[src/rtl/mux32_rr_arbiter.sv]
// Round-robin owner arbiter for a shared 32:1 mux. Grant, select, valid and expired are registered, 1-cycle decision latency.
// Owner holds until done or request drop; ARB_TIMEOUT_EN adds MAX_HOLD preemption when others wait.
module mux32_rr_arbiter #(
   parameter int unsigned MAX_HOLD = 16
) (
   input  logic        clk,
   input  logic        rst,
   input  logic        ena,
   input  logic [31:0] req,
   input  logic        done,
   output logic [31:0] grant,
   output logic [4:0]  select,
   output logic        valid,
   output logic        expired
);

   typedef enum logic {IDLE, BUSY} state_t;

   state_t      state;
   logic [4:0]  last;
   logic [4:0]  winner;
   logic [4:0]  idx;
   logic        found;
   logic        any_req;
   logic        release_evt;
   logic        timeout;

   assign any_req = |req;

   // Scan from last+1 upward with wrap; the previous owner's own bit comes last.
   always_comb begin
      winner = last;
      idx    = last;
      found  = 1'b0;
      for (int k = 0; k < 32; k++) begin
         idx = last + 5'd1 + 5'(k);
         if (!found && req[idx]) begin
            winner = idx;
            found  = 1'b1;
         end
      end
   end

`ifdef ARB_TIMEOUT_EN
   localparam logic [7:0] HOLD_LIM = 8'(MAX_HOLD - 1);
   logic [7:0] hold_cnt;
   logic       others;

   assign others = |(req & ~grant);
   // A simultaneous done or request drop is an ordinary release, not a preemption.
   assign timeout = (state == BUSY) && (hold_cnt >= HOLD_LIM) && others && !done && req[select];
`else
   logic unused_cfg;
   assign unused_cfg = ^MAX_HOLD;
   assign timeout    = 1'b0;
`endif

   assign release_evt = done || !req[select] || timeout;

   always_ff @(posedge clk) begin
      if (rst) begin
         state   <= IDLE;
         grant   <= 32'd0;
         select  <= 5'd0;
         valid   <= 1'b0;
         expired <= 1'b0;
         last    <= 5'd31;
`ifdef ARB_TIMEOUT_EN
         hold_cnt <= 8'd0;
`endif
      end else begin
         expired <= 1'b0;
         case (state)
            IDLE: begin
               if (ena && any_req) begin
                  state  <= BUSY;
                  grant  <= 32'd1 << winner;
                  select <= winner;
                  last   <= winner;
                  valid  <= 1'b1;
`ifdef ARB_TIMEOUT_EN
                  hold_cnt <= 8'd0;
`endif
               end
            end
            BUSY: begin
               if (release_evt) begin
                  expired <= timeout;
                  if (ena && any_req) begin
                     grant  <= 32'd1 << winner;
                     select <= winner;
                     last   <= winner;
`ifdef ARB_TIMEOUT_EN
                     hold_cnt <= 8'd0;
`endif
                  end else begin
                     // select is left alone so the mux output stays stable while idle.
                     state <= IDLE;
                     grant <= 32'd0;
                     valid <= 1'b0;
                  end
               end else begin
`ifdef ARB_TIMEOUT_EN
                  if (hold_cnt < HOLD_LIM)
                     hold_cnt <= hold_cnt + 8'd1;
`endif
               end
            end
            default: state <= IDLE;
         endcase
      end
   end

endmodule
[config.mk]
export PLATFORM = sky130hd
export DESIGN_NAME = mux32_rr_arbiter
export DESIGN_NICKNAME = d
export VERILOG_FILES = /design/src/rtl/mux32_rr_arbiter.sv
export SDC_FILE = /design/constraint.sdc
export NUM_CORES = 1
export LEC_CHECK = 0
export ABC_CLOCK_PERIOD_IN_PS = 10500
export CAP_MARGIN = 5
export CORE_UTILIZATION = 25
export DETAILED_ROUTE_END_ITERATION = 10
export SLEW_MARGIN = 15
export SYNTH_ARGS = -nofsm -noshare
export SYNTH_HDL_FRONTEND = slang
export SYNTH_SLANG_ARGS = --single-unit
[constraint.sdc]
create_clock -name clk -period 10.5 [get_ports clk]
set_input_delay 1.575 -clock clk [delete_from_list [all_inputs] [get_ports clk]]
set_output_delay 1.575 -clock clk [all_outputs]
set_load 0.005 [all_outputs]
==> flow_metrics.tcl, run 1 <==
set metrics [dict create \
    h-tree-depth 2 \
    gr-total-overflow 0 \
    ys_seq_elements 44 \
    setup_viol 0 \
    start_util_pct 25.4 \
    ys_seq_area_share_pct 11.3 \
    route.detailed.drc 0 \
    grt_pass1_vias 8116 \
    cpPeakStageDelay_ns 0.79 \
    worstReg2RegEnd "grant[5]" \
    min_period_ns 7.44 \
    core_area_mm2 0.0306 \
    die_w_um 178 \
    tightest_slew_ns 1.10 \
    async_flop_share_pct 0 \
    drtPass1Iterations 6 \
    drtAntennaViolNets 0 \
    synth_area_mm2 0.00776 \
    finalWirelength_um 31700 \
    r2r_setup_slack_ns 3.06 \
    syn_area_per_cell_um2 7.88 \
    synth_nets 1029 \
    cts_root_buf "clkbuf_16" \
    cts-resized-gates 0 \
    cts_max_path_buffers 2 \
    criticalPathCategory "reg2reg" \
    nNetsFinal 1066 \
    drt_iter0_markers 1073 \
    critPathLaunchType "flip-flop" \
    postCtsHoldBufs 0 \
    io_buffers 73 \
    status "completed" \
    netlist-cell-type-count 93 \
    slew_headroom_pct 25.9 \
    synth_edf_count 0 \
    crit_top_cell "nand3_1" \
    hold_path.class "reg2reg" \
    worstHoldEndpoint "grant[0]" \
    via_per_inst 6.18 \
    yosys-top-cells-area "mux4_2 (17%), dfxtp_1 (11%), nand2_1 (6.0%), mux2i_1 (4.6%), o21ai_0 (4.4%)" \
    place_congestion 1.03 \
    maxSlewViolCount 0 \
    post_cts_buffers 0 \
    synthFlopType "dfxtp_1" \
    max_freq_ghz 0.134 \
    synth.most_common_cell "nand2_1" \
    insertion_delay_ns 0.28 \
    min-delay-start "grant[0]" \
    fin_skew_ns 0.00695 \
    num_antenna_cells 0 \
    routed-via-count 8782 \
    rr_worst_depth 21 \
    grt_pass1_wl_um 48300 \
    fp.dieH_um 178 \
    cts_tree "yes" \
    hold_depth 2 \
    synth_top_area_cell "mux4_2" \
    hpwl_um 24400 \
    wl_per_cell_um 22.3 \
    syn_inst 986 \
    grt_usage_pct 19.7 \
    die_area_mm2 0.0318 \
    yosys_warnings 0 \
    numCtsBuffers 5 \
    rsz0062_at_grt "no" \
    num_rows 64 \
    maxCapViolCount 0 \
    r2r_start "last[1]" \
    slowest_stage "nor2_1" \
    critPathMaxFanout 26 \
    antenna_found_initial 0 \
    finalHoldViolations 0 \
    synthTopCellsByCount "nand2_1 (125), o21ai_0 (68), nor2_1 (67)" \
    clock_sinks 44 \
    path_clk_slew_ns 0.07 \
    synth_top_area_share_pct 16.8 \
    cp_data_required_time_ns 10.72 \
    io_pins 75 \
    critPathArrivalTime_ns 7.66 \
    grt_max_degree 49 \
    path_cells "ha_1 -> buf_4 -> and2b_1 -> and2b_1 -> inv_2 -> ha_1 -> a21boi_0 -> mux2i_1 -> xnor2_1 -> a211oi_1 -> or2_2 -> nor4_2 -> nand3_1 -> nor2_1 -> nand2_1 -> nand3_1 -> nor3_1 -> xnor2_2 -> nor2_1 -> nand3_1 -> o21ai_1" \
    worst_setup_path_end_kind "flip-flop" \
    area_growth_pct 16.1 \
    tns_ns 0 \
    drive_above_1_share_pct 14.6 \
    post-route-period-util_pct 70.9 \
]
stage by stage:
stage	cell area, µm²	util, %	cells	setup slack (ns)	hold WS, ns
6_report	9010	29.5	1420	3.06	0.450
5_1_grt	9010	29.5	1420	2.47	0.480
4_1_cts	9010	29.5	1420	3.20	0.453
3_5_place_dp	8840	28.9	1412	3.24	0.444
3_3_place_gp	8840	28.9	1412	3.30	0.444
2_1_floorplan	7760	-	986	3.79	0.444
sequential cells by signal (all words and copies together) (netlist names):
signal and count:
valid 1, last 5, state 1, select 5, grant 32
worst max path at each step:
stage	from	end	slack (ns)	depth (start not counted)
detailed placement	last[0]	grant[5]	3.24	19
global placement	last[0]	grant[11]	3.30	19
CTS	last[0]	grant[5]	3.20	19
global route	last[1]	grant[11]	2.47	21
finish	last[1]	grant[5]	3.06	21
floorplan	last[0]	grant[11]	3.79	25
routing by layer:
metal  global-route usage [%]  wire length, µm  vias up
met3                     2.90             2960      117
met4                     11.4             2020        0
li1                         -                -     3944
met5                        0                0        -
met2                     31.1            14200      553
met1                     25.6            12600     4168
area by class of cell:
class	count	area, µm²
Clock buffer	5	125
Sequential cell	44	882
Timing Repair Buffer	94	888
Tap cell	396	495
Inverter	17	63.8
Clock inverter	3	46.3
Multi-Input combinational cell	861	6510
Fill cell	3316	21600
placed cells by master (no fill, tap or decap), types with 21 or more instances in the layout:
| cell | n |
|---|---|
| a21oi_1 | 50 |
| buf_4 | 21 |
| xnor2_1 | 25 |
| clkdlybuf4s50_1 | 73 |
| o21ai_0 | 66 |
| dfxtp_1 | 43 |
| nand2_1 | 125 |
| mux4_2 | 58 |
| mux2i_1 | 36 |
| nor3_1 | 32 |
| a211oi_1 | 21 |
| nor2_1 | 67 |
| nand3_1 | 42 |
kinds of logic after synthesis:
group | synth area share [%]
AO/OA/AOI/OAI | 28.7
XOR/XNOR | 4.79
adder cells (fa/ha/maj) | 1.13
buffers and inverters | 4.95
flip-flops | 11.3
multiplexers | 23.5
other | 0.0483
AND/OR/NAND/NOR | 25.5
worst max-delay path: cells and delay by family (launching register included):
kind / cells / cell delay [ns]
buffers and inverters: 2 / 0.80
multiplexers: 1 / 0.33
AND/OR/NAND/NOR: 11 / 4.15
XOR/XNOR: 2 / 0.40
AO/OA/AOI/OAI: 3 / 0.40
flip-flops: 1 / 0.71
adder cells (fa/ha/maj): 2 / 0.57
Power of run 1 is not shown: default switching activity piles up to over one toggle a cycle in this logic, so the estimate is an artifact.
==> inputs of run 2 (changes only) <==
--- a/config.mk
+++ b/config.mk
@@ -5,7 +5,7 @@
 export SDC_FILE = /design/constraint.sdc
 export NUM_CORES = 1
 export LEC_CHECK = 0
-export ABC_CLOCK_PERIOD_IN_PS = 10500
+export ABC_CLOCK_PERIOD_IN_PS = 6870
 export CAP_MARGIN = 5
 export CORE_UTILIZATION = 25
 export DETAILED_ROUTE_END_ITERATION = 10
==> constraint.sdc (replaced) <==
create_clock -name clk -period 6.87 [get_ports clk]
set_input_delay 1.0305 -clock clk [delete_from_list [all_inputs] [get_ports clk]]
set_output_delay 1.0305 -clock clk [all_outputs]
set_load 0.005 [all_outputs]
==> run 2 against run 1 <==
Effect of this change: register-to-register slack got worse by 2.6 ns; sequential share of layout area shrank 0.20 points; utilization is 0.62 points higher; cell area rose by 2.1%; clock-buffer cell count did not move; flip-flop and latch count stayed put; first-iteration DRC count is 12% lower.
==> flow_metrics.tcl, run 2 (synthesis results as in run 1) <==
set metrics [dict create \
    status "completed" \
    drtPass1Iterations 5 \
    critPathLaunchType "flip-flop" \
    largest-register "grant" \
    insertion_delay_ns 0.28 \
    grt_usage_pct 19.4 \
    min_period_ns 6.43 \
    grt_pass1_vias 8194 \
    cp_data_required_time_ns 7.09 \
    criticalPathCategory "reg2reg" \
    r2r_setup_slack_ns 0.44 \
    post-route-period-util_pct 93.6 \
    post_cts_buffers 0 \
    antenna_found_initial 1 \
    grt_max_degree 75 \
    rsz0062_at_grt "no" \
    wl_per_cell_um 21.7 \
    cts_root_buf "clkbuf_16" \
    final_cells 1443 \
    hpwl_um 24600 \
    worst_setup_path_end_kind "flip-flop" \
    nNetsFinal 1089 \
    route.detailed.drc 0 \
    die_w_um 178 \
    num_antenna_cells 0 \
    setup_viol 0 \
    fp.dieH_um 178 \
    path_clk_slew_ns 0.07 \
    die_area_mm2 0.0318 \
    gr-total-overflow 0 \
    core_area_mm2 0.0306 \
    place_congestion 0.976 \
    drive_above_1_share_pct 16.5 \
    dpl_worst_slack_ns 0.476 \
    clock_sinks 44 \
    tightest_slew_ns 0.959 \
    drt_iter0_markers 941 \
    fin_area_mm2 0.00921 \
    postCtsHoldBufs 0 \
    num_rows 64 \
    start_util_pct 25.4 \
    hold_path.class "reg2reg" \
    io_buffers 73 \
    place_area_mm2 0.00903 \
    cts_max_path_buffers 2 \
    placedCellCount 1435 \
    numCtsBuffers 5 \
    h-tree-depth 2 \
    critPathMaxFanout 74 \
    drtAntennaViolNets 0 \
    fin_skew_ns 0.00821 \
    setup_slack_ns 0.443 \
    largest_reg_flops 32 \
    layout_commonest_cell "nand2_1" \
    largestRegisters "grant x32, last x5, select x5" \
    grt_pass1_wl_um 47300 \
    finalWirelength_um 31300 \
    routed-via-count 8859 \
    critPathArrivalTime_ns 6.65 \
    tns_ns 0 \
    slew_headroom_pct 35.8 \
    final_cell_mix "nand2_1 (125), clkdlybuf4s50_1 (73), o21ai_0 (67), nor2_1 (67), mux4_2 (58)" \
    area_growth_pct 18.5 \
    finalHoldViolations 0 \
    maxSlewViolCount 0 \
    io_pins 75 \
    maxCapViolCount 0 \
    via_per_inst 6.14 \
    cts_tree "yes" \
    max_freq_ghz 0.156 \
]
-- run 2: cell types whose count changed in the layout (fill, tap and decap cells not counted), sizes merged --
| cell | change |
|---|---|
| buf | +23 |
| inv | -1 |
| clkinv | +2 |
| clkinvlp | -1 |
-- run 2: final cells by class --
cell class / instances / area (µm²)
Timing Repair Buffer: 117 / 1070
Inverter: 17 / 63.8
Fill cell: 3322 / 21400
Multi-Input combinational cell: 861 / 6520
Sequential cell: 44 / 882
Clock buffer: 5 / 125
Tap cell: 396 / 495
Clock inverter: 3 / 47.5
-- run 2: timing repair --
| action | in CTS | in global routing |
|---|---|---|
| hold endpoints to repair | 0 | 0 |
| endpoints found under the setup margin | 0 | 14 |
| resized for setup | 0 | 1 |
-- run 2: critical path, stage by stage, from the launching register on --
cell and delay [ns]:
dfxtp_2 0.37, buf_4 0.23, inv_2 0.05, ha_2 0.41
buf_12 0.37, xor3_1 0.63, a211oi_1 0.69, nor3_1 0.23
or4_4 0.60, or4_1 0.66, nor4_4 0.32, buf_4 0.27
nand3_2 0.16, nor3_1 0.24, nor3_1 0.12, xnor2_2 0.20
and2b_1 0.37, nand3_1 0.24, o21ai_1 0.19
-- run 2: final timing paths --
check,startpoint,end,cells after the start
setup reg to reg,last[0],grant[4],18
hold / removal,grant[1],grant[1],2
hold reg to reg,grant[1],grant[1],2
setup / recovery,last[0],grant[4],18
-- run 2: stage by stage --
| stage | util (%) | hold WS [ns] |
|---|---|---|
| finish | 30.1 | 0.453 |
| global route | 30.1 | 0.481 |
| CTS | 30.1 | 0.458 |
| detailed placement | 29.5 | 0.446 |
| global placement | 29.5 | 0.444 |
| floorplan | - | 0.444 |
-- run 2: layer usage --
| metal | part of all wire [%] | GRT usage (%) | up-vias | wire length (µm) |
|---|---|---|---|---|
| met2 | 47 | 32.0 | 498 | 14600 |
| met5 | 0 | 0 | - | 0 |
| li1 | - | - | 3999 | - |
| met1 | 40 | 24.6 | 4270 | 12400 |
| met4 | 4.9 | 9.18 | 0 | 1540 |
| met3 | 8.9 | 3.09 | 92 | 2780 |
Power of run 2 is left out for the same reason.
==> inputs of run 3 (changes only) <==
--- a/config.mk
+++ b/config.mk
@@ -9,7 +9,9 @@
 export CAP_MARGIN = 5
 export CORE_UTILIZATION = 25
 export DETAILED_ROUTE_END_ITERATION = 10
+export RECOVER_POWER = 25
 export SLEW_MARGIN = 15
 export SYNTH_ARGS = -nofsm -noshare
 export SYNTH_HDL_FRONTEND = slang
 export SYNTH_SLANG_ARGS = --single-unit
+export TNS_END_PERCENT = 1
==> run 3 against run 2 <==
Effect of this change: flip-flop and latch count unchanged; final cell count stayed put; cell area is the same; via count grew 0.25%; sequential share of layout area is the same; setup slack worse by 0.0036 ns.
==> flow_metrics.tcl, run 3 (synthesis results as in run 1) <==
set metrics [dict create \
    largest_reg_flops 32 \
    fp.dieH_um 178 \
    tightest_slew_ns 0.942 \
    die_area_mm2 0.0318 \
    layout_commonest_cell "nand2_1" \
    cts_max_path_buffers 2 \
    slew_headroom_pct 36.9 \
    max_freq_ghz 0.156 \
    crit_top_cell "nor3_1" \
    drt_iter0_markers 941 \
    path_cells "buf_4 -> inv_2 -> ha_2 -> buf_12 -> xor3_1 -> a211oi_1 -> nor3_1 -> or4_4 -> or4_1 -> nor4_4 -> buf_4 -> nand3_2 -> nor3_1 -> nor3_1 -> xnor2_2 -> and2b_1 -> nand3_1 -> o21ai_1" \
    num_antenna_cells 0 \
    grt_usage_pct 19.4 \
    criticalPathCategory "reg2reg" \
    dpl_worst_slack_ns 0.476 \
    h-tree-depth 2 \
    clock_sinks 44 \
    drtAntennaViolNets 0 \
    antenna_found_initial 1 \
    start_util_pct 25.4 \
    fin_skew_ns 0.00819 \
    worst_setup_path_end_kind "flip-flop" \
    routed-via-count 8881 \
    wl_per_cell_um 21.7 \
    largestRegisters "grant x32, last x5, select x5" \
    numCtsBuffers 5 \
    cp_num_buf_inv 4 \
    hpwl_um 24600 \
    maxSlewViolCount 0 \
    min_period_ns 6.43 \
    area_growth_pct 18.5 \
    postCtsHoldBufs 0 \
    cp_data_required_time_ns 7.09 \
    critPathArrivalTime_ns 6.65 \
    via_per_inst 6.15 \
    insertion_delay_ns 0.28 \
    setup_viol 0 \
    final_cell_mix "nand2_1 (125), o21ai_0 (67), nor2_1 (67), mux4_2 (58), clkdlybuf4s50_1 (53)" \
    io_buffers 73 \
    hold_path.class "reg2reg" \
    grt_pass1_wl_um 47300 \
    drive_above_1_share_pct 16.5 \
    maxCapViolCount 0 \
    gr-total-overflow 0 \
    drtPass1Iterations 5 \
    largest-register "grant" \
    status "completed" \
    cts_root_buf "clkbuf_16" \
    die_w_um 178 \
    cts_tree "yes" \
    setup_slack_ns 0.439 \
    place_congestion 0.976 \
    num_rows 64 \
    cpPeakStageDelay_ns 0.69 \
    tns_ns 0 \
    finalWirelength_um 31400 \
    nNetsFinal 1089 \
    grt_pass1_vias 8194 \
    io_pins 75 \
    critPathMaxFanout 74 \
    rsz0062_at_grt "no" \
    finalHoldViolations 0 \
    route.detailed.drc 0 \
    slowest_stage "a211oi_1" \
    post-route-period-util_pct 93.6 \
    path_clk_slew_ns 0.07 \
    core_area_mm2 0.0306 \
    critPathLaunchType "flip-flop" \
    crit_family "simple AND/OR/NAND/NOR gates" \
    grt_max_degree 75 \
    fill_cells 3322 \
]
## run 3: through the flow
step / hold WS, ns / cells / cell area [µm²] / util (%)
floorplan: 0.444 / 986 / 7760 / -
global placement: 0.444 / 1435 / 9030 / 29.5
detailed placement: 0.446 / 1435 / 9030 / 29.5
CTS: 0.458 / 1443 / 9200 / 30.1
global route: 0.481 / 1443 / 9210 / 30.1
finish: 0.450 / 1443 / 9210 / 30.1
## run 3: layer usage
layer,part of all wire [%],vias up,track usage (%)
li1,-,4003,-
met1,40,4277,24.6
met2,46,501,32.0
met3,8.9,100,3.09
met4,5.1,0,9.18
met5,0,-,0
## run 3: tightest hold or removal path: stages (launching register included)
cell     delay, ns
dfxtp_1       0.30
nand2_1       0.05
o21ai_1       0.05
## run 3: final timing paths
kind / end / start / depth (start not counted) / slack, ns
min reg2reg: grant[1] / grant[1] / 2 / 0.45
max reg2reg: grant[4] / last[0] / 18 / 0.44
max: grant[4] / last[0] / 18 / 0.44
min: grant[1] / grant[1] / 2 / 0.45
## run 3: area by class of cell
type / instances / area, µm² / area share [%]
clock buffer: 5 / 125 / 1.36
multi-input combinational: 861 / 6520 / 70.8
tap: 396 / 495 / 5.38
sequential: 44 / 882 / 9.58
clock inverter: 3 / 47.5 / 0.517
timing repair buffer: 117 / 1070 / 11.7
inverter: 17 / 63.8 / 0.693
## run 3: timing repair
action                     CTS  global route
setup endpoints to repair    0            14
setup buffers                0             0
gates resized for setup      0             1
Power of run 3 is left out for the same reason.
